`src/rtl/scan_pkg.sv`:
```
// Shared types and constants for the multiplexed seven-segment scanner:
// FSM state type, all-off output constants and the BCD digit encoding table.
package scan_pkg;

  typedef enum logic {
    ST_BLANK = 1'b0,
    ST_SHOW  = 1'b1
  } state_t;

  localparam logic [7:0] SEG_OFF  = 8'hFF;
  localparam logic [3:0] CTRL_OFF = 4'hF;

  // Active-high {g,f,e,d,c,b,a} patterns; entry n is the glyph for digit n.
  localparam logic [9:0][6:0] SEG_TABLE = {
    7'h6F, 7'h7F, 7'h07, 7'h7D, 7'h6D,
    7'h66, 7'h4F, 7'h5B, 7'h06, 7'h3F
  };

  // Codes 10..15 are not decimal digits and light no segment.
  function automatic logic [6:0] seg_lookup(input logic [3:0] bcd);
    if (bcd < 4'd10) begin
      return SEG_TABLE[bcd];
    end
    return 7'h00;
  endfunction

endpackage

```
`src/rtl/scan_mux_ctrl_bcd_to_seg.sv`:
```
// Combinational BCD + decimal point to active-low {dp,g,f,e,d,c,b,a}.
module bcd_to_seg
  import scan_pkg::*;
(
  input  logic [3:0] i_bcd,
  input  logic       i_dp,
  output logic [7:0] o_seg
);

  // Look up the glyph, prepend dp, invert for the common-anode drive.
  always_comb begin
    o_seg = ~{i_dp, seg_lookup(i_bcd)};
  end

endmodule

```
`src/rtl/scan_mux_ctrl.sv`:
```
// Four-digit multiplexed seven-segment scan controller.
// Each digit slot is DEAD_CYC cycles of all-off blanking followed by
// DWELL_CYC cycles driving that digit; a frame is four slots, digit 0 first.
// New values are buffered in a one-entry pending register and only copied
// into the displayed register at a frame boundary, so a frame never mixes
// two values.
// Optional build macro SCAN_LZB_EN: leading-zero blanking of digits 3..1.
//
// Handshake: a transfer happens on a rising edge where upd_valid && upd_ready.
// upd_ready is high exactly when the pending buffer is empty; it drops the
// cycle after a transfer and rises again in the first cycle of the frame in
// which the pending value becomes displayed. upd_valid may be held while
// upd_ready is low; nothing is taken until upd_ready is high at an edge.
module scan_mux_ctrl
  import scan_pkg::*;
#(
  parameter int unsigned DWELL_CYC = 1000,
  parameter int unsigned DEAD_CYC  = 50
) (
  input  logic        clk,
  input  logic        reset,
  input  logic        upd_valid,
  input  logic [15:0] upd_data,
  input  logic [3:0]  upd_dp,
  output logic        upd_ready,
  output logic [7:0]  segment,
  output logic [3:0]  ctrl,
  output logic        frame_start,
  output state_t      o_dbg_state,
  output logic [1:0]  o_dbg_idx
);

  // One counter serves both phases, so it is sized for the longer one.
  localparam int unsigned MAX_CYC = (DWELL_CYC > DEAD_CYC) ? DWELL_CYC : DEAD_CYC;
  localparam int unsigned CNT_W   = (MAX_CYC > 1) ? $clog2(MAX_CYC) : 1;
  localparam logic [CNT_W-1:0] DEAD_LAST  = CNT_W'(DEAD_CYC - 1);
  localparam logic [CNT_W-1:0] DWELL_LAST = CNT_W'(DWELL_CYC - 1);

  state_t           r_state;
  state_t           w_state_nxt;
  logic [1:0]       r_idx;
  logic [1:0]       w_idx_nxt;
  logic [CNT_W-1:0] r_cnt;
  logic [CNT_W-1:0] w_cnt_nxt;
  logic             w_boundary;

  logic [15:0]      r_disp_data;
  logic [3:0]       r_disp_dp;
  logic [15:0]      r_pend_data;
  logic [3:0]       r_pend_dp;
  logic             r_pend_full;
  logic             w_xfer;

  logic [3:0]       w_digit;
  logic             w_dp;
  logic [7:0]       w_seg;
  logic             w_show;

  // FSM state register: slot phase, digit index and phase counter.
  always_ff @(posedge clk or negedge reset) begin
    if (!reset) begin
      r_state <= ST_BLANK;
      r_idx   <= 2'd0;
      r_cnt   <= '0;
    end else begin
      r_state <= w_state_nxt;
      r_idx   <= w_idx_nxt;
      r_cnt   <= w_cnt_nxt;
    end
  end

  // Next state: count out each phase; leaving SHOW of digit 3 is the frame boundary.
  always_comb begin
    w_state_nxt = r_state;
    w_idx_nxt   = r_idx;
    w_cnt_nxt   = r_cnt + CNT_W'(1);
    w_boundary  = 1'b0;
    case (r_state)
      ST_BLANK: begin
        if (r_cnt == DEAD_LAST) begin
          w_state_nxt = ST_SHOW;
          w_cnt_nxt   = '0;
        end
      end
      ST_SHOW: begin
        if (r_cnt == DWELL_LAST) begin
          w_state_nxt = ST_BLANK;
          w_cnt_nxt   = '0;
          w_idx_nxt   = r_idx + 2'd1;
          w_boundary  = (r_idx == 2'd3);
        end
      end
      default: begin
        w_state_nxt = ST_BLANK;
        w_idx_nxt   = 2'd0;
        w_cnt_nxt   = '0;
      end
    endcase
  end

  assign upd_ready = ~r_pend_full;
  assign w_xfer    = upd_valid & ~r_pend_full;

  // Pending/displayed buffers. A boundary with a full buffer promotes it;
  // because a full buffer also holds upd_ready low, a value accepted on the
  // boundary edge itself can only land in an empty buffer and waits a frame.
  always_ff @(posedge clk or negedge reset) begin
    if (!reset) begin
      r_disp_data <= 16'h0000;
      r_disp_dp   <= 4'h0;
      r_pend_data <= 16'h0000;
      r_pend_dp   <= 4'h0;
      r_pend_full <= 1'b0;
    end else if (w_boundary && r_pend_full) begin
      r_disp_data <= r_pend_data;
      r_disp_dp   <= r_pend_dp;
      r_pend_full <= 1'b0;
    end else if (w_xfer) begin
      r_pend_data <= upd_data;
      r_pend_dp   <= upd_dp;
      r_pend_full <= 1'b1;
    end
  end

  // Select the nibble and decimal point of the digit currently being scanned.
  always_comb begin
    w_digit = 4'h0;
    case (r_idx)
      2'd0:    w_digit = r_disp_data[3:0];
      2'd1:    w_digit = r_disp_data[7:4];
      2'd2:    w_digit = r_disp_data[11:8];
      default: w_digit = r_disp_data[15:12];
    endcase
    w_dp = r_disp_dp[r_idx];
  end

  bcd_to_seg u_bcd_to_seg (
    .i_bcd (w_digit),
    .i_dp  (w_dp),
    .o_seg (w_seg)
  );

`ifdef SCAN_LZB_EN
  // Digit n is a leading zero when it and every higher digit are zero.
  logic w_lz3;
  logic w_lz2;
  logic w_lz1;
  logic w_blank;

  assign w_lz3 = (r_disp_data[15:12] == 4'h0);
  assign w_lz2 = w_lz3 && (r_disp_data[11:8] == 4'h0);
  assign w_lz1 = w_lz2 && (r_disp_data[7:4] == 4'h0);

  // Digit 0 always shows so a value of zero still reads "0".
  always_comb begin
    w_blank = 1'b0;
    case (r_idx)
      2'd1:    w_blank = w_lz1;
      2'd2:    w_blank = w_lz2;
      2'd3:    w_blank = w_lz3;
      default: w_blank = 1'b0;
    endcase
  end

  assign w_show = (r_state == ST_SHOW) && !w_blank;
`else
  assign w_show = (r_state == ST_SHOW);
`endif

  // Drive outputs from state alone, so an asynchronous reset blanks them at once.
  always_comb begin
    segment = SEG_OFF;
    ctrl    = CTRL_OFF;
    if (w_show) begin
      segment = w_seg;
      ctrl    = ~(4'b0001 << r_idx);
    end
  end

  // Gated with reset so the idle reset state (BLANK, digit 0) does not pulse.
  assign frame_start = reset && (r_state == ST_BLANK) && (r_idx == 2'd0) && (r_cnt == '0);

  assign o_dbg_state = r_state;
  assign o_dbg_idx   = r_idx;

endmodule

```
`config.mk`:
```
export PLATFORM = sky130hd
export DESIGN_NAME = scan_mux_ctrl
export DESIGN_NICKNAME = d
export VERILOG_FILES = /design/src/rtl/scan_pkg.sv /design/src/rtl/scan_mux_ctrl_bcd_to_seg.sv /design/src/rtl/scan_mux_ctrl.sv
export SDC_FILE = /design/constraint.sdc
export NUM_CORES = 1
export LEC_CHECK = 0
export BUFFER_PORTS_ARGS = -buffer_cell sky130_fd_sc_hd__buf_2
export CAP_MARGIN = 0
export CORE_ASPECT_RATIO = 0.5
export CORE_MARGIN = 4
export CORE_UTILIZATION = 25
export CTS_CLUSTER_SIZE = 14
export DETAILED_ROUTE_END_ITERATION = 8
export HOLD_SLACK_MARGIN = 0.15
export SKIP_LAST_GASP = 1
export SLEW_MARGIN = 20
export SYNTH_ARGS = -nofsm -noshare
export SYNTH_HDL_FRONTEND = slang
export SYNTH_SLANG_ARGS = --single-unit
```
`constraint.sdc`:
```
create_clock -name clk -period 2.7 [get_ports clk]
set_input_delay 0.54 -clock clk [delete_from_list [all_inputs] [get_ports clk]]
set_output_delay 0.54 -clock clk [all_outputs]
set_load 0.02 [all_outputs]
```
Word level (Yosys, flattened, before mapping) --
Memories as Yosys holds them, arrays and structs flattened. Cells that the tools add are included.
Storage, ports and cells: register bits 54, memory bits (read-only) 112, input port bits 23, memories 1, output and inout port bits 17, word-level logic and storage cells 54
Memories:
- (name not given) | words 16, bits a word 7, read ports 1, clocked after Yosys merged registers in 0, wr ports 0, line scan_pkg.sv:22 | return SEG_TABLE[bcd];
Cells by class: add/subtract/negate cells 2, muxes and demuxes 19, eq/ne operators 5, reduce and logical (&&, ||, !) cells 9, shift-type cells 1, bitwise operators 6, magnitude comparators 3
Operator list (count):
- $mux 7 | 3
- $mux 10 | 2
- $pmux 10 s2 | 1
- $pmux 4 s3 | 1
- $add 10x1->10 const B | 1
- $eq 10x10->1 const B | 1
- $eq 10x6->1 const B | 1
- $logic_not 10->1 | 1
- $mux 1 | 8
- $mux 8 | 1
- $not 8->8 | 1
- $lt 4x5->1 const B | 1
- $eq 2x2->1 const B | 2
- $logic_and 1x1->1 | 4
- $lt 4x4->1 const B | 1
- $mux 4 | 1
- $not 4->4 | 1
- $reduce_and 2->1 | 2
- $shl 1x2->4 const A | 1
- $lt 2x3->1 const B | 1
- $not 1->1 | 3
- $add 2x1->2 const B | 1
- $bmux 1 s2 | 1
- $eq 2x1->1 const B | 1
- 4 further kinds | 4

Logic depth before layout (Yosys ltp) --
Gate-level depths: netlist of run 1.
depth after elaboration 8, gate-level depth with buffers 9, gate-level depth less buffers 9

By module --
A second synthesis of run 1 with hierarchy kept.
Unflattened totals: cells, all modules 225, area, all modules 2731.4 um^2
By module, submodules not included:
- scan_mux_ctrl | instances 1, seq. area each 1351.3 um^2, area each 2521.2 um^2, cells each 192
- bcd_to_seg | instances 1, seq. area each 0.0 um^2, area each 210.2 um^2, cells each 33

Worst setup path before layout of run 1 --
OpenSTA, ideal clock, no wires.
kind reg2out, from reg r_idx[0], in the netlist o_dbg_idx[0], to out segment[4], arrival 2.374 ns, setup slack -0.214 ns, buffers on the path 1, required time 2.160 ns, cell stages (with the launch flop) 9, cell sequence dfrtp_1 -> ha_1 -> clkbuf_1 -> mux2i_1 -> inv_1 -> ha_1 -> inv_1 -> o21ai_0 -> o211ai_1
On the way: cells in the longest elaborated chain, start to end 8
RTL lines:
- start, declared | line scan_mux_ctrl.sv:41 | logic [1:0] r_idx;
- start signal, assigned | line scan_mux_ctrl.sv:67 | r_idx <= w_idx_nxt;
- $eq 2x2->1 (tied with other cells) | line scan_mux_ctrl.sv:128 | case (r_idx)
- $pmux 4 s3 (*) | line scan_mux_ctrl.sv:128
- $mem_v2 16x7
- $mux 7 (not written as such) | line scan_pkg.sv:22
- $mux 7 | line scan_pkg.sv:21 | if (bcd < 4'd10) begin
- $mux 7 (*) | line scan_pkg.sv:24 | return 7'h00;
- $not 8->8 (*) | line scan_mux_ctrl_bcd_to_seg.sv:12 | o_seg = ~{i_dp, seg_lookup(i_bcd)};
- $mux 8 (*) | line scan_mux_ctrl.sv:174 | if (w_show) begin
- end, declared | line scan_mux_ctrl.sv:26 | output logic [7:0] segment,
Every way passes the cells marked *; elsewhere a longest branch is shown, timed or not. The select of a mux whose other input is x is not followed.

Worst setup path after layout of run 1 --
from reg r_idx[0], in the netlist o_dbg_idx[0], to out segment[5]
Same word-level chain as after synthesis.

==> impl_metrics.env, run 1 <==
export IMPL_status="complete, but fails checks"
export IMPL_violations="negative setup slack"
export IMPL_grt_pass1_vias=1836
export IMPL_dpl_cell_area_um2=3180
export IMPL_port_buffers=39
export IMPL_drc_errors=0
export IMPL_stdcell_area_um2=3490
export IMPL_dieArea_um2=12700
export IMPL_period_share_pct=108
export IMPL_ys_flop_type="dfrtp_1"
export IMPL_syn_area_um2=2710
export IMPL_setup_viol=7
export IMPL_route_vias_total=1802
export IMPL_tns_ps=-1220
export IMPL_final_cells=410
export IMPL_yosys_area_top_type="dfrtp_1"
export IMPL_endpoint_kind="primary output"
export IMPL_critPathRequiredTime_ps=2160
export IMPL_arrival_ps=2390
export IMPL_ys_seq_area_share_pct=49.8
export IMPL_wl_um=5490
export IMPL_yosysMostFrequentCell="dfrtp_1"
export IMPL_hpwl_um=3870
export IMPL_ys_seq_elements=54
export IMPL_post_drt_wl_per_cell_um=13.4
export IMPL_ant_nets=0
export IMPL_antenna_found_initial=0
export IMPL_drv_slew=0
export IMPL_worst_slack_ps=-227
export IMPL_slew_headroom_pct=55.7
export IMPL_synth_xor_xnor_area_share_pct=3.23
export IMPL_p_seq_share_pct=54.0
export IMPL_grt_pass1_wl_um=9130
export IMPL_dp_slack_ps=-8.73
export IMPL_synth_top_cells_by_count="dfrtp_1 (54), mux2_2 (22), mux2_4 (19)"
export IMPL_tritoncts="built"
export IMPL_async_flop_share_pct=100
export IMPL_grt_max_degree=55
export IMPL_clock_sinks=54
export IMPL_netlist_top_cells_area="dfrtp_1 (50%), mux2_4 (11%), mux2_2 (9.1%)"
export IMPL_yosysWarnings=0
export IMPL_synth_top_cell_area_share_pct=49.8
export IMPL_core_area_um2=10400
export IMPL_antenna_cells=0
export IMPL_synth_nets=251
export IMPL_tightest_slew_ps=664
export IMPL_drt_vias_per_instance=4.40
export IMPL_synth_top_family_by_area="multiplexers"
export IMPL_cts_root_buffer="clkbuf_16"
export IMPL_clockBufferDepth=2
export IMPL_rows=26
export IMPL_synth_edf_count=0
export IMPL_drtIter0Drc=99
export IMPL_placed_cells_incl_taps=401
export IMPL_muxShareOfSynthArea_pct=22.7
export IMPL_die_h_um=81.7
export IMPL_critPathMaxFanout=5
export IMPL_drtPass1Iterations=4
export IMPL_initial_core_util_pct=26.1
export IMPL_switching_share_pct=21.3
export IMPL_finalHoldViolCount=0
export IMPL_yosysUniqueCellTypes=37
export IMPL_fin_nets=305
export IMPL_p_sw_mw=0.341
export IMPL_cts_buffers=5
export IMPL_drive_above_1_share_pct=48.9
export IMPL_clk_pin_slew_ps=70
export IMPL_synthSimpleGateAreaFrac_pct=9.13
export IMPL_htree_levels=2
export IMPL_synth_compound_area_share_pct=4.98
export IMPL_avgSynthCellArea_um2=12.6
export IMPL_gp_congestion=0.777
export IMPL_worstSkewPairLatency_ps=290
export IMPL_rsz0062_at_grt="true"
export IMPL_yosys_area_share_adder_pct=6.00
export IMPL_die_x_um=155
export IMPL_syn_inst=215
export IMPL_p_leak_nw=1.58
export IMPL_cts_hold_buf=0
export IMPL_drv_cap=0
export IMPL_fmax_ghz=0.342
export IMPL_fin_skew_ps=5.68
export IMPL_cp_start_kind="register"
export IMPL_powerDensity_nw_per_um2=459
export IMPL_p_clk_share_pct=41.6
export IMPL_min_period_ps=2930
export IMPL_path_class="reg2out"
export IMPL_intPower_mw=1.26
export IMPL_grt_usage_pct=8.98
export IMPL_grt_overflow=0
export IMPL_hp_class="in2async"
export IMPL_area_growth_pct=28.7
export IMPL_pin_count=40
export IMPL_ir_worst_vdd_mv=0.245
export IMPL_comb_power_share_pct=4.3
[state kept, by name (all words and copies together) (netlist names)]
name,cells
o_dbg_idx,2
o_dbg_state,1
r_cnt,10
r_disp_data,16
r_disp_dp,4
r_pend_data,16
r_pend_dp,4
r_pend_full,1
[metal layers]
layer  global-route usage, %  vias to the layer above  share of wire [%]
li1                        -                      861                  -
met1                    11.6                      902                 47
met2                    14.5                       30                 47
met3                    2.37                        9                4.7
met4                    3.58                        0                1.7
met5                       0                        -                  0
[per-stage QoR]
step / utilization [%] / hold WS, ps / power (mW)
final: 33.6 / 413 / 1.60
after global routing: 33.6 / 471 / 1.68
after CTS: 33.4 / 447 / 1.62
after detailed placement: 30.6 / 489 / 0.955
after global placement: 30.6 / 485 / 0.953
after floorplan: - / 244 / 0.912
[cells in the final DEF, fill, tap and decap left out, types with 3 or more instances in the layout]
cell type,count
dfrtp_1,52
mux2i_1,4
nor2_1,13
xnor2_1,7
a222oi_1,3
nor2b_1,3
a21oi_1,5
mux2_4,19
nand2_1,8
mux2_2,22
ha_1,5
inv_1,12
nor3_1,3
clkbuf_16,5
buf_2,33
ha_4,6
buf_6,3
xor2_1,3
buf_4,19
nand3_1,5
[power by group through the flow]
stage / Combinational, mW / Clock [mW] / Sequential, mW
final: 0.0697 / 0.667 / 0.866
after global routing: 0.0794 / 0.728 / 0.872
after detailed placement: 0.0723 / 0 / 0.883
after CTS: 0.0724 / 0.681 / 0.867
after floorplan: 0.0353 / 0 / 0.876
after global placement: 0.0703 / 0 / 0.882
[layout make-up]
cell class              count  area (µm²)
fillers                  1006        6890
well taps                 140         175
clock buffers               6         139
clock inverters             2        16.3
repair buffers             55         342
multi-input cells         137        1400
inverters                  16        65.1
flip-flops and latches     54        1350
[critical path, cell delays in order (launching register included)]
cell	delay, ps
dfrtp_2	440
inv_4	60
ha_4	160
a222oi_1	360
buf_4	190
mux2i_4	90
ha_2	200
nor4bb_2	300
a21oi_1	90
buf_4	180
[logic make-up after synthesis]
| family | after synthesis |
|---|---|
| flip-flops | 54 |
| multiplexers | 48 |
| AND/OR/NAND/NOR | 47 |
| buffers and inverters | 24 |
| AO/OA/AOI/OAI | 19 |
| adder cells (fa/ha/maj) | 13 |
| XOR/XNOR | 10 |
[worst paths after layout]
path                                   start           end  slack (ps)  cells after the start
worst min register to register  r_pend_dp[2]  r_disp_dp[2]         500                      1
worst min-delay path                   reset  r_disp_dp[3]         410                      2
min in group clk                   upd_valid   r_pend_full         460                      2
worst max-delay path            o_dbg_idx[0]    segment[5]        -230                      9
max in group asynchronous              reset  o_dbg_idx[0]        1810                      2
worst max register to register      r_cnt[2]      r_cnt[8]         610                      4
[what timing repair did]
item / CTS / global route
setup endpoints to repair: 7 / 7
resized for setup: 31 / 6
pin swaps: 7 / 4
buffers inserted: 1 / 0
Note: power is estimated with default switching activity, not from simulation.
==> run 2, diff against run 1 <==
Settings changed: SETUP_SLACK_MARGIN from default to 0.05.
==> run 2 against run 1 <==
  * First-iteration DRC count is 5.1% lower
  * Total power is 0.25% lower
  * Hold slack worse by 8.0 ps
  * The run still ends with negative setup slack left
==> impl_metrics.env, run 2 (synthesis gave the netlist of run 1 again) <==
export IMPL_drive_above_1_share_pct=50.2
export IMPL_arrival_ps=2380
export IMPL_grt_pass1_vias=1838
export IMPL_route_vias_total=1777
export IMPL_critPathRequiredTime_ps=2160
export IMPL_slowest_delay_ps=440
export IMPL_met1_usage_pct=12.4
export IMPL_r2r_end="r_cnt[9]"
export IMPL_drc_errors=0
export IMPL_rsz0062_at_grt="true"
export IMPL_core_area_um2=10400
export IMPL_rows=26
export IMPL_drtIter0Drc=94
export IMPL_final_core_util_pct=33.7
export IMPL_cts_hold_buf=0
export IMPL_endpoint_kind="primary output"
export IMPL_fin_nets=304
export IMPL_final_cell_mix="dfrtp_1 (52), buf_2 (32), mux2_2 (22)"
export IMPL_grt_pass1_wl_um=9600
export IMPL_reg2regPathDepth=4
export IMPL_worst_slack_ps=-223
export IMPL_post_drt_wl_per_cell_um=14.0
export IMPL_die_x_um=155
export IMPL_setup_viol=7
export IMPL_finalHoldViolCount=0
export IMPL_violations="negative setup slack"
export IMPL_clockBufferDepth=2
export IMPL_min_period_ps=2920
export IMPL_drv_slew=0
export IMPL_antenna_found_initial=0
export IMPL_drv_cap=0
export IMPL_cp_start_kind="register"
export IMPL_tritoncts="built"
export IMPL_r2r_start="r_cnt[2]"
export IMPL_fmax_ghz=0.342
export IMPL_grt_met3_usage_pct=1.95
export IMPL_critPathMaxFanout=4
export IMPL_cts_buffers=5
export IMPL_pin_count=40
export IMPL_port_buffers=39
export IMPL_powerDensity_nw_per_um2=457
export IMPL_r2r_setup_slack_ps=600
export IMPL_tightest_slew_ps=681
export IMPL_drtPass1Iterations=6
export IMPL_wl_um=5740
export IMPL_final_common_cell="dfrtp_1"
export IMPL_slew_headroom_pct=54.6
export IMPL_grt_max_degree=55
export IMPL_status="complete, but fails checks"
export IMPL_area_growth_pct=28.8
export IMPL_grt_usage_pct=9.41
export IMPL_initial_core_util_pct=26.1
export IMPL_cp_top_family="compound AO/OA/AOI/OAI gates"
export IMPL_clk_pin_slew_ps=70
export IMPL_htree_levels=2
export IMPL_worstSkewPairLatency_ps=290
export IMPL_grt_use_met2_pct=16.1
export IMPL_hp_class="in2async"
export IMPL_hpwl_um=4250
export IMPL_ir_worst_vdd_mv=0.309
export IMPL_grt_busiest_layer="met2"
export IMPL_grt_overflow=0
export IMPL_placed_cells_incl_taps=396
export IMPL_final_cells=409
export IMPL_largestRegisters="r_disp_data x16, r_pend_data x16, r_cnt x10"
export IMPL_antenna_cells=0
export IMPL_p_leak_nw=1.59
export IMPL_cpMaxStageDelayCell="a222oi_1"
export IMPL_fin_skew_ps=5.73
export IMPL_clock_sinks=54
export IMPL_ant_nets=0
export IMPL_period_share_pct=108
export IMPL_dieArea_um2=12700
export IMPL_fillerInstances=1018
export IMPL_die_h_um=81.7
export IMPL_gp_congestion=0.741
export IMPL_path_class="reg2out"
export IMPL_critPathBufInv=3
export IMPL_worstPathCellList="inv_2, ha_4, a222oi_1, mux2i_2, inv_2, ha_4, nor2b_4, o21ai_2, buf_6"
export IMPL_cts_root_buffer="clkbuf_16"
export IMPL_drt_vias_per_instance=4.34
[run 2: cell type report]
cell class              instances  area, µm²  share of cell area, %
well taps                     140        175                   5.01
clock buffers                   6        139                   3.98
clock inverters                 2       16.3                  0.466
repair buffers                 54        344                   9.85
flip-flops and latches         54       1350                   38.8
multi-input cells             137       1410                   40.2
inverters                      16       60.1                   1.72
[run 2: routing by layer]
| metal | vias up | part of all wire (%) |
|---|---|---|
| li1 | 858 | - |
| met1 | 890 | 48 |
| met4 | 0 | 1.0 |
| met5 | - | 0 |
| met2 | 25 | 49 |
| met3 | 4 | 2.4 |
[run 2: power by group]
part	switching [mW]	total [mW]	leakage, nW	internal (mW)
logic	0.0293	0.0705	0.826	0.0413
registers	0.0206	0.868	0.694	0.847
clock network	0.287	0.660	0.0735	0.373
total	0.337	1.60	1.59	1.26
[run 2: worst max-delay path by stage]
stage	startpoint	endpoint	slack (ps)	depth (start not counted)
6_report	o_dbg_idx[0]	segment[1]	-220	9
3_3_place_gp	o_dbg_idx[1]	segment[5]	80	9
3_5_place_dp	o_dbg_idx[1]	segment[5]	30	9
2_1_floorplan	o_dbg_idx[0]	segment[4]	60	8
4_1_cts	o_dbg_idx[1]	segment[5]	-180	9
5_1_grt	o_dbg_idx[0]	segment[5]	-330	8
[run 2: per-stage QoR]
step	TNS [ps]	hold WS, ps	setup slack [ps]	area, µm²	power [mW]
6_report	-1420	405	-223	3490	1.60
3_3_place_gp	0	490	83.4	3170	0.951
4_1_cts	-1100	442	-181	3450	1.62
3_5_place_dp	0	497	25.0	3170	0.959
5_1_grt	-2180	459	-331	3490	1.67
2_1_floorplan	0	244	62.5	2780	0.912
[run 2: repair_timing]
item	CTS	global route
setup endpoints to repair	7	7
setup buffers	5	0
pin swaps	7	10
resized for setup	28	8
hold endpoints to repair	0	0
